**config.mk**
```make
export PLATFORM = sky130hd
export DESIGN_NAME = bus_master_port
export DESIGN_NICKNAME = d
export VERILOG_FILES = /design/src/rtl/bus_master_port.sv
export SDC_FILE = /design/constraint.sdc
export NUM_CORES = 1
export LEC_CHECK = 0
export CELL_PAD_IN_SITES_DETAIL_PLACEMENT = 1
export CELL_PAD_IN_SITES_GLOBAL_PLACEMENT = 1
export CORE_MARGIN = 10
export CORE_UTILIZATION = 28
export CTS_BUF_LIST = sky130_fd_sc_hd__clkbuf_2
export DETAILED_ROUTE_END_ITERATION = 10
export HOLD_SLACK_MARGIN = 0.15
export PLACE_DENSITY = 0.76
export SYNTH_ARGS = -nofsm -noshare
export SYNTH_HDL_FRONTEND = slang
export SYNTH_SLANG_ARGS = --single-unit
```
**constraint.sdc**
```tcl
create_clock -name clk -period 1.7 [get_ports clk]
set_input_delay 0.255 -clock clk [delete_from_list [all_inputs] [get_ports clk]]
set_output_delay 0.255 -clock clk [all_outputs]
set_load 0.05 [all_outputs]
```
**src/rtl/bus_master_port.sv**
```systemverilog
// Bus master port: takes one local burst command, requests the arbiter, runs 1-4 acked beats, then releases.
// Optional ack-wait abort is enabled by defining BUS_TIMEOUT_EN.
module bus_master_port #(
    parameter int ADDR_W  = 8,
    parameter int DATA_W  = 8,
    parameter int TIMEOUT = 15
) (
    input  logic              clk,
    input  logic              rst,
    input  logic              cmd_valid,
    output logic              cmd_ready,
    input  logic              cmd_write,
    input  logic [ADDR_W-1:0] cmd_addr,
    input  logic [1:0]        cmd_len,
    input  logic [DATA_W-1:0] wr_data,
    output logic              wr_pop,
    output logic [DATA_W-1:0] rd_data,
    output logic              rd_valid,
    output logic              done,
    output logic              error,
    output logic              request,
    input  logic              grant,
    output logic              busbusy,
    output logic              bus_valid,
    output logic              bus_we,
    output logic [ADDR_W-1:0] bus_addr,
    output logic [DATA_W-1:0] bus_wdata,
    input  logic [DATA_W-1:0] bus_rdata,
    input  logic              bus_ack
);

    if (TIMEOUT < 1) begin : g_bad_timeout
        $error("TIMEOUT must be at least 1");
    end

    typedef enum logic [1:0] {IDLE, REQ, XFER, REL} state_t;

    state_t            state, state_nxt;
    logic              wr_q;
    logic [ADDR_W-1:0] addr_q;
    logic [1:0]        len_q;
    logic [1:0]        beat_q;
    logic              beat_ack;
    logic              last_beat;
    logic              abort;

    assign beat_ack  = (state == XFER) && bus_ack;
    assign last_beat = (beat_q == len_q);

`ifdef BUS_TIMEOUT_EN
    localparam int TW = $clog2(TIMEOUT + 1);
    logic [TW-1:0] to_cnt;
    logic          err_q;

    // Abort on the cycle the count would reach TIMEOUT, so REL follows TIMEOUT cycles after XFER entry.
    assign abort = (state == XFER) && !bus_ack && (to_cnt == TW'(TIMEOUT - 1));

    always_ff @(posedge clk or negedge rst) begin
        if (!rst) begin
            to_cnt <= '0;
            err_q  <= 1'b0;
        end else begin
            err_q <= abort;
            if (state != XFER || bus_ack) to_cnt <= '0;
            else                          to_cnt <= to_cnt + 1'b1;
        end
    end

    assign error = err_q;
`else
    assign abort = 1'b0;
    assign error = 1'b0;
`endif

    always_ff @(posedge clk or negedge rst) begin
        if (!rst) state <= IDLE;
        else      state <= state_nxt;
    end

    always_comb begin
        state_nxt = state;
        case (state)
            IDLE:    if (cmd_valid) state_nxt = REQ;
            REQ:     if (grant) state_nxt = XFER;
            XFER:    if ((beat_ack && last_beat) || abort) state_nxt = REL;
            REL:     state_nxt = IDLE;
            default: state_nxt = IDLE;
        endcase
    end

    always_ff @(posedge clk or negedge rst) begin
        if (!rst) begin
            wr_q     <= 1'b0;
            addr_q   <= '0;
            len_q    <= '0;
            beat_q   <= '0;
            rd_data  <= '0;
            rd_valid <= 1'b0;
        end else begin
            rd_valid <= beat_ack && !wr_q;
            if (beat_ack && !wr_q) rd_data <= bus_rdata;
            if (state == IDLE && cmd_valid) begin
                wr_q   <= cmd_write;
                addr_q <= cmd_addr;
                len_q  <= cmd_len;
                beat_q <= '0;
            end else if (beat_ack && !last_beat) begin
                beat_q <= beat_q + 1'b1;
            end
        end
    end

    // Bus-side outputs are gated by XFER so nothing leaks onto the shared bus outside ownership.
    always_comb begin
        cmd_ready = (state == IDLE) && rst;
        request   = (state == REQ) || (state == XFER);
        busbusy   = (state == XFER);
        bus_valid = (state == XFER);
        done      = (state == REL);
        wr_pop    = beat_ack && wr_q;
        bus_we    = (state == XFER) && wr_q;
        bus_addr  = (state == XFER) ? addr_q + ADDR_W'(beat_q) : '0;
        bus_wdata = (state == XFER) ? wr_data : '0;
    end

endmodule
```
## Yosys cells after proc, flatten, opt, wreduce, memory -nomap -nowiden

Index checks and enable logic that the tools add are counted.

- Register bits after elaboration: 24
- Input bits: 32
- Output and inout port bits: 33
- Logic and storage cells: 38

- Add/sub/neg operators: 2
- Eq/ne operators: 7
- Multiplexer cells: 8
- Reductions and logical operators: 14

Operators by type and width:

| kind | number |
|---|---|
| 8-bit 2-to-1 mux | 2 |
| 2-bit 2-to-1 mux | 5 |
| 8-bit by 2-bit adder with 8-bit output | 1 |
| 1-bit logical AND | 8 |
| 2-bit one-hot mux with 4 select lines | 1 |
| 2-bit == test, second input constant | 2 |
| 2-bit inequality test, second input constant | 2 |
| 3-bit AND reduction | 1 |
| 2-bit by 1-bit adder with 2-bit output, second input constant | 1 |
| 2-bit by 1-bit == test with 1-bit output, second input constant | 1 |
| 2-bit == test | 1 |
| 1-bit zero test | 2 |
| 2-bit zero test | 1 |
| 2-bit by 1-bit inequality test with 1-bit output, second input constant | 1 |
| 2-bit nonzero test | 1 |
| 1-bit logical OR | 1 |

## Depth between registers and ports, before layout

Gate-level depths: netlist (run 1).

- Depth in word-level cells: 5
- Gate-level depth with buffers: 6
- Depth with buffers taken out: 6

## Worst setup path before layout (run 1)

No wires, ideal clock.

- Path kind: register to output
- From: reg state[0]
- To: out bus_addr[0]
- Arrival time: 1.950 ns
- Required time: 1.445 ns
- Slack: -0.505 ns
- Stages on the path, launching flop included: 6
- Buffers on the path: 2
- Cell sequence: dfrtp_1 -> inv_1 -> ha_1 -> clkbuf_1 -> clkbuf_1 -> and2_1

- Word-level cells in the longest chain between the ends: 2

RTL lines:

| element | line | source |
|---|---|---|
| start: declaration | 38 | `state_t state, state_nxt;` |
| start signal: assignment | 77 | `else state <= state_nxt;` |
| 2-bit == test | - |  |
| net bus_valid | 24 | `output logic bus_valid,` |
| 8-bit 2-to-1 mux | 122 | `bus_addr = (state == XFER) ? addr_q + ADDR_W'(beat_q) : '0;` |
| end: declaration | 26 | `output logic [ADDR_W-1:0] bus_addr,` |

The timed path passes the listed nets, and every way through them passes these cells.

## Worst setup path after layout (run 1)

- From: reg addr_q[1]
- To: out bus_addr[6]

- Word-level cells in the longest chain between the ends: 2

RTL lines:

| element | line | source |
|---|---|---|
| start: declaration | 40 | `logic [ADDR_W-1:0] addr_q;` |
| start signal: assignment | 104 | `addr_q <= cmd_addr;` |
| 8-bit by 2-bit adder with 8-bit output | 122 |  |
| 8-bit 2-to-1 mux | 122 |  |

Every way passes these cells.

==> reports/results.txt, run 1 <==
The flow ran to the end, but the final reports show violations. The checks that failed: negative setup slack. The cell type with the largest total area after synthesis is sky130_fd_sc_hd__dfrtp_1. The number of buffers inserted for hold repair after clock tree synthesis is 0, and the total nets after synthesis is 147.

The final wirelength came out at 4670 um. The number of antenna violations at the first check in global routing was 0. Static timing analysis puts the maximum clock frequency at 470 MHz. For this design the ratio of total power to cell area is 2280 mW/mm^2.

After detailed placement, the total cell area comes to 0.00229 mm^2. The area of the die was 0.00778 mm^2. Leaving out fill and tap cells, the most frequent cells in the layout are sky130_fd_sc_hd__clkdlybuf4s50_1 (31), sky130_fd_sc_hd__buf_4 (26), sky130_fd_sc_hd__buf_12 (23).

The floorplan has 24 rows. The number of antenna diodes in the final layout is 0. Register share of total power: 19.7%. After the flow finishes, the layout carries non-filler instances totaling 245. In this run the static leakage power is 1.13 nW. The run gives 0 as the antenna violation net count after detailed routing. The via-per-instance ratio was 4.66; the largest net degree at the start of global routing was 25. The clock passes through at most 2 buffers.

The core region is 0.00444 mm^2. The max-capacitance violation count was 0. Max-slew violation count: 0. For this block, the initial DRC count from the detailed router was 34.

The required time of the worst setup path came out at 1440 ps. The XOR/XNOR share of the synthesized area is 7.30%, and the buffers plus inverters on the worst setup path is 2. VDD sags by at most 1.07 mV. In the final layout, the share of cells above drive strength 1 is 58.5%. After synthesis, the largest family of logic cells by area is multiplexers. Routability-driven placement finished with a final weighted congestion of 0.705. Of the available clock period, the critical path in the final layout requires 125%. The proportion of synthesized chip area in sequential cells is 46.1%. The tightest min-delay check is of the primary input to asynchronous set/reset pin type.

After global routing the overflow that remains totals 0. The clock transition time at the flip-flop clock pins of the worst setup and hold paths was 240 ps. The post-layout minimum cycle time is 2130 ps. The clock arrives with 21.1 ps of skew. After synthesis, the mean cell area works out to 12.1 um^2. The tools report the overall via count from detail_route as 1142.

The cell area that synthesis handed to floorplanning was 0.00130 mm^2. The worst setup path is captured at an output port. Of the total synthesized cell area, the portion taken by AND, OR, NAND and NOR gates is 14.9%. Root buffer selected by CTS: sky130_fd_sc_hd__clkbuf_2. The total DRC errors in the routed layout came out at 0. Combinational cells account for 76.6% of the total power. Measured along the y axis, the die boundary spans 88.2 um. Final critical-path setup slack: -430 ps.

Setup violations remaining at the end of the flow were counted as 20. TritonCTS built the clock tree. The synthesized design contains 24 register bits. The run gives 2.71 mW as the power spent charging and discharging nets.

For this run, the post-layout net count is 234. The cell family contributing the most delay on the critical path is flip-flops. On the critical path, the stage with the largest delay is an instance of sky130_fd_sc_hd__dfrtp_1.

After routing the design area is 0.00262 mm^2. The run gives 65 as the count of boundary I/O pins. Startpoint type of the worst setup path: a flop. The internal portion of the total power is 3.26 mW. In this run, placement finished with an instance count of 228. The initial core utilization is 29.3%, and the number of sinks on the clock net is 24.

For this run, the number of Yosys warnings is 0. The first-pass GRT wire length came out at 7350 um. The detailed-router iteration count before antenna repair was 3. Number of hold violations in the final report: 0. In the synthesized netlist, the number of instances is 108.

The tools report the HPWL reported at the end of detailed placement as 3550 um. The floorplan step set the die width to 88.2 um. In this run the biggest area consumer among cell types represents 46.1% of the synthesized area.

Per report_power, the clock group accounts for 3.6% of the total. Counting the fill cells in the layout gives 453. For the number of unique standard cell types used by synthesis, the log shows 24. The largest fanout of any net on the critical path was 3. In this run switching power makes up 45.4% of total power. Clock tree synthesis inserted a total of 3 buffers. STA puts the critical path data arrival time at 1870 ps. The tools report the global-route usage over all layers as 11.8%. The H-tree depth was 1; the port buffer count was 63. Kind of critical path: flop to output port. In the synthesized netlist, mux cells make up 17.3% of the area.

For the worst-skew pair, the clock arrives at the later sink with an insertion delay of 330 ps. The post-synthesis to final-layout area growth is 101%. The post-detailed-route wirelength per cell was 19.0 um; the peak per-stage delay on the critical path was 480 ps. The share of the synthesized area in compound gates (AO/OA/AOI/OAI) works out to 3.84%. Sorting the synthesized cells by area gives the leading types as sky130_fd_sc_hd__dfrtp_1 (46%), sky130_fd_sc_hd__mux2_2 (12%), sky130_fd_sc_hd__and2_1 (8.6%), sky130_fd_sc_hd__ha_1 (5.8%), sky130_fd_sc_hd__xnor2_1 (5.4%). Share of synthesized cell area in full adder, half adder and majority cells: 7.30%. At the end of the flow the core is filled with cells to 58.8%. Setup repair after global routing could not meet its margin everywhere. The via count of the first global-routing pass came out at 1400. The signal on the critical path passes through buf_6 > fa_2 > nand3_2 > xnor2_2 > and2_4 > buf_12. Leaving out fill and tap cells, the most frequent cell in the layout is sky130_fd_sc_hd__clkdlybuf4s50_1.
==> area by class of cell <==
cell class / count / area, um^2 / area share, %
Clock buffer: 3 / 15.0 / 0.574
Inverter: 3 / 11.3 / 0.431
Multi-Input combinational cell: 77 / 863 / 33.0
Sequential cell: 24 / 603 / 23.1
Tap cell: 52 / 65.1 / 2.49
Timing Repair Buffer: 86 / 1060 / 40.4
==> power by group through the flow <==
stage	registers (mW)	clock network, mW	logic (mW)
finish	1.18	0.215	4.58
global route	1.23	0.249	4.84
CTS	1.11	0.218	4.33
detailed placement	1.12	0	3.87
global placement	1.10	0	3.78
floorplan	1.43	0	1.88
==> metrics by stage <==
step | hold slack, ps | TNS (ps) | setup WS, ps | total power [mW]
6_report | 266 | -3100 | -430 | 5.97
5_1_grt | 280 | -5060 | -536 | 6.32
4_1_cts | 270 | -3350 | -434 | 5.66
3_5_place_dp | 487 | -523 | -130 | 5.00
3_3_place_gp | 474 | -161 | -62.9 | 4.87
2_1_floorplan | -40.6 | -57.1 | -28.6 | 3.31
==> what timing repair did <==
item | 4_1_cts | 5_1_grt
gates cloned | 1 | 1
resized for setup | 25 | 16
setup endpoints to repair | 22 | 30
setup buffers | 9 | 5
pin swaps | 14 | 14
endpoints found under the hold margin | 0 | 0
==> synthesized netlist by cell type <==
| library cell | n |
|---|---|
| sky130_fd_sc_hd__inv_1 | 3 |
| sky130_fd_sc_hd__o32a_1 | 1 |
| sky130_fd_sc_hd__conb_1 | 1 |
| sky130_fd_sc_hd__nand2_1 | 2 |
| sky130_fd_sc_hd__ha_1 | 6 |
| sky130_fd_sc_hd__and3_1 | 2 |
| sky130_fd_sc_hd__xor2_1 | 1 |
| sky130_fd_sc_hd__xnor2_2 | 1 |
| sky130_fd_sc_hd__dfrtp_1 | 24 |
| sky130_fd_sc_hd__nand4b_1 | 2 |
| sky130_fd_sc_hd__nand3_1 | 4 |
| sky130_fd_sc_hd__nor2_4 | 1 |
| sky130_fd_sc_hd__and2_1 | 18 |
| sky130_fd_sc_hd__nor2b_1 | 1 |
| sky130_fd_sc_hd__a221oi_2 | 1 |
| sky130_fd_sc_hd__clkbuf_1 | 2 |
| sky130_fd_sc_hd__fa_1 | 1 |
| sky130_fd_sc_hd__nand2b_1 | 1 |
| sky130_fd_sc_hd__buf_4 | 2 |
| sky130_fd_sc_hd__xnor2_1 | 8 |
| sky130_fd_sc_hd__buf_2 | 1 |
| sky130_fd_sc_hd__mux2_1 | 6 |
| sky130_fd_sc_hd__mux2_2 | 14 |
| sky130_fd_sc_hd__a21oi_1 | 5 |
==> kinds of logic (layout without fill, tap and decap cells) <==
kind of cell,after synthesis,after routing
AO/OA/AOI/OAI,7,7
XOR/XNOR,10,10
adder cells (fa/ha/maj),7,7
buffers and inverters,8,92
flip-flops,24,24
multiplexers,20,20
other,1,1
AND/OR/NAND/NOR,31,32
==> sequential cells by signal, summed over array words and instances, names as in the netlist <==
name,flops
len_q,2
beat_q,2
state,2
rd_valid,1
addr_q,8
rd_data,8
wr_q,1
==> final timing paths <==
path | slack (ps) | cells past startpoint | to | startpoint
setup / recovery | -430 | 6 | bus_addr[6] | addr_q[1]
hold / removal | 270 | 2 | state[0] | rst
setup reg to reg | 50 | 5 | state[1] | beat_q[1]
hold reg to reg | 530 | 1 | rd_data[1] | rd_data[1]
max in group asynchronous | 1150 | 2 | beat_q[1] | rst
min in group clk | 510 | 2 | rd_data[1] | bus_rdata[1]
==> layer usage <==
metal,up-vias,share of wire (%),track usage (%)
li1,533,-,-
met4,0,0.99,1.91
met2,53,53,21.6
met1,552,35,12.1
met5,-,0,0
met3,4,11,5.85
(Power assumes the default switching activity.)
==> run 2: changes to the inputs <==
--- a/config.mk
+++ b/config.mk
@@ -13,6 +13,9 @@
 export DETAILED_ROUTE_END_ITERATION = 10
 export HOLD_SLACK_MARGIN = 0.15
 export PLACE_DENSITY = 0.76
+export RECOVER_POWER = 50
+export SETUP_SLACK_MARGIN = 0.2
+export SLEW_MARGIN = 20
 export SYNTH_ARGS = -nofsm -noshare
 export SYNTH_HDL_FRONTEND = slang
 export SYNTH_SLANG_ARGS = --single-unit
==> reports/results.txt, run 2 (same netlist as run 1, synthesis figures left out) <==
Timing would allow up to 458 MHz. Detailed placement ended at an HPWL of 3190 um. The clock passes through at most 2 buffers. The tools report the number of DRC violations after detailed-routing iteration 0 as 26. Input and output buffers added on the ports amount to 63.

The number of nets in the layout is 236, and the slack of the worst reg-to-reg path is -80 ps. The first TritonRoute pass finished after 4 iterations. Clock latency on the worst-skew pair, taken at its later pin, is 360 ps. The number of clock buffers added by TritonCTS is 3. The startpoint type of the worst setup path is a flop. The final route contains 1176 vias. After clock tree synthesis, the clock-pin slew on the worst setup and hold paths is 230 ps. Compared with the post-synthesis result, the final layout area differs by 116%. The via count of the first global-routing pass is 1398, and the post-detailed-route wirelength per cell is 20.7 um. Setup violations remaining at the end of the flow were counted as 22.

After routing the design area is 0.00281 mm^2. TritonCTS built the clock tree. In this run the worst path has a maximum fanout of 3. The routed design could run at a clock period as short as 2180 ps. The H-tree depth is 1.

The kind of critical path was flop to output port. The number of sinks on the clock net came out at 24. The top cell types in the final layout, fill and taps aside, are sky130_fd_sc_hd__clkdlybuf4s50_1 (30), sky130_fd_sc_hd__buf_12 (24), sky130_fd_sc_hd__dfrtp_1 (22). Global routing used 13.1% of the available tracks across all layers. Across the VDD grid, the largest voltage drop is 1.30 mV. The number of hold violations in the final report was 0; the final weighted congestion of routability-driven global placement was 0.741.

The required time of the worst setup path came out at 1440 ps. For this design the ratio of total power to cell area is 2370 mW/mm^2. The sum of overflow across all layers after global routing is 0.

Leaving out fill and tap cells, the most frequent cell in the layout is sky130_fd_sc_hd__clkdlybuf4s50_1. Measured along the x axis, the die boundary spans 88.2 um. Actual transition at the worst max-transition pin: 622 ps. Once detail routing completed, the nets flagged for antenna violations numbered 0. After layout, the worst path uses 128% of the clock period. Endpoint kind of the worst setup timing path: an output port. The run gives 7890 um as the first-pass GRT wire length. The worst pin sits at a relative slew slack of 58.6%. Setup repair after global routing could not meet its margin everywhere. Data on the critical path arrives at its endpoint at 1930 ps. The initial utilization of the core area, before any placement, comes to 29.3%. The completed layout was analyzed and its total power is 6.66 mW. The final critical-path setup slack was -482 ps; the count of boundary I/O pins was 65. The max-slew violation count was 0; the largest net degree at the start of global routing was 25. The tools report the final wirelength as 5130 um. The floorplan has 24 rows. The logs give 0.00444 mm^2 for the placeable core region and -64.8 ps for the post-place setup slack. In this run the cell area measured after placement is 0.00233 mm^2. The flow ran to the end, but the final reports show violations. From bottom edge to top edge, the die measures 88.2 um.

The floorplan step defined a die boundary enclosing 0.00778 mm^2. Kind of path behind the tightest hold check: primary input to asynchronous set/reset pin. Across all hold checks on the routed design, the worst slack comes to 427 ps. Summed over all cells, the static leakage comes to 1.25 nW. Max-cap violations in this run came to 0. The via-per-instance ratio came out at 4.74. Share of post-route cells with drive strength above 1: 64.8%.

The tools report the clock skew as 2.72 ps. For this run, design rule violations remaining after detail routing come to 0. The number of antenna violations at the first check in global routing was 0; the number of antenna diodes was 0. The tree is rooted in a sky130_fd_sc_hd__clkbuf_2. The final reports fail on negative setup slack. For this run, the share of the core covered by cells in the final layout is 63.2%.

The largest registers in the layout are addr_q x8, rd_data x8. After filler insertion, the fill cell instance count of the layout stands at 422.
-- run 2: worst paths after layout --
kind                       cells after the start     endpoint    startpoint
min reg2reg                                    1   rd_data[1]    rd_data[1]
max                                            6  bus_addr[6]     beat_q[0]
min                                            2   rd_data[0]           rst
min in group clk                               2   rd_data[5]  bus_rdata[5]
max in group asynchronous                      2    beat_q[1]           rst
max reg2reg                                    6     state[1]     beat_q[0]
-- run 2: metrics by stage --
step                TNS, ps  cells
floorplan                 0    108
global placement          0    225
CTS                   -3170    245
finish                -3710    248
detailed placement     -228    225
global route          -5900    248
-- run 2: final cells by class --
| cell class | instances | area [um^2] | share of cell area [%] |
|---|---|---|---|
| Multi-Input combinational cell | 76 | 957 | 34.1 |
| Clock inverter | 1 | 30.0 | 1.07 |
| Inverter | 3 | 13.8 | 0.490 |
| Tap cell | 52 | 65.1 | 2.32 |
| Timing Repair Buffer | 89 | 1120 | 40.0 |
| Clock buffer | 3 | 15.0 | 0.535 |
| Sequential cell | 24 | 603 | 21.5 |
-- run 2: per-layer routing --
metal / track usage, % / vias up / routed length [um]
li1: - / 539 / -
met1: 14.1 / 574 / 2010
met5: 0 / - / 0
met4: 3.52 / 0 / 82
met3: 4.46 / 7 / 450
met2: 23.8 / 56 / 2590
-- run 2: repair_timing --
action | in CTS | in global routing
cloned | 1 | 1
resized for setup | 43 | 18
hold buffers | 0 | 0
pin swaps | 18 | 14
buffers inserted | 15 | 2
endpoints found under the setup margin | 43 | 46
-- run 2: worst max-delay path, stage by stage, from the launching register on --
cell                      delay, ps
sky130_fd_sc_hd__dfrtp_1        470
sky130_fd_sc_hd__ha_2           200
sky130_fd_sc_hd__fa_2           390
sky130_fd_sc_hd__nand3_2        100
sky130_fd_sc_hd__xnor2_2        110
sky130_fd_sc_hd__and2_4         170
sky130_fd_sc_hd__buf_12         130
-- run 2: where the power goes --
group          total [mW]  internal (mW)  switching (mW)
Clock               0.387          0.202           0.184
Sequential           1.17          0.851           0.319
Combinational        5.10           2.66            2.43
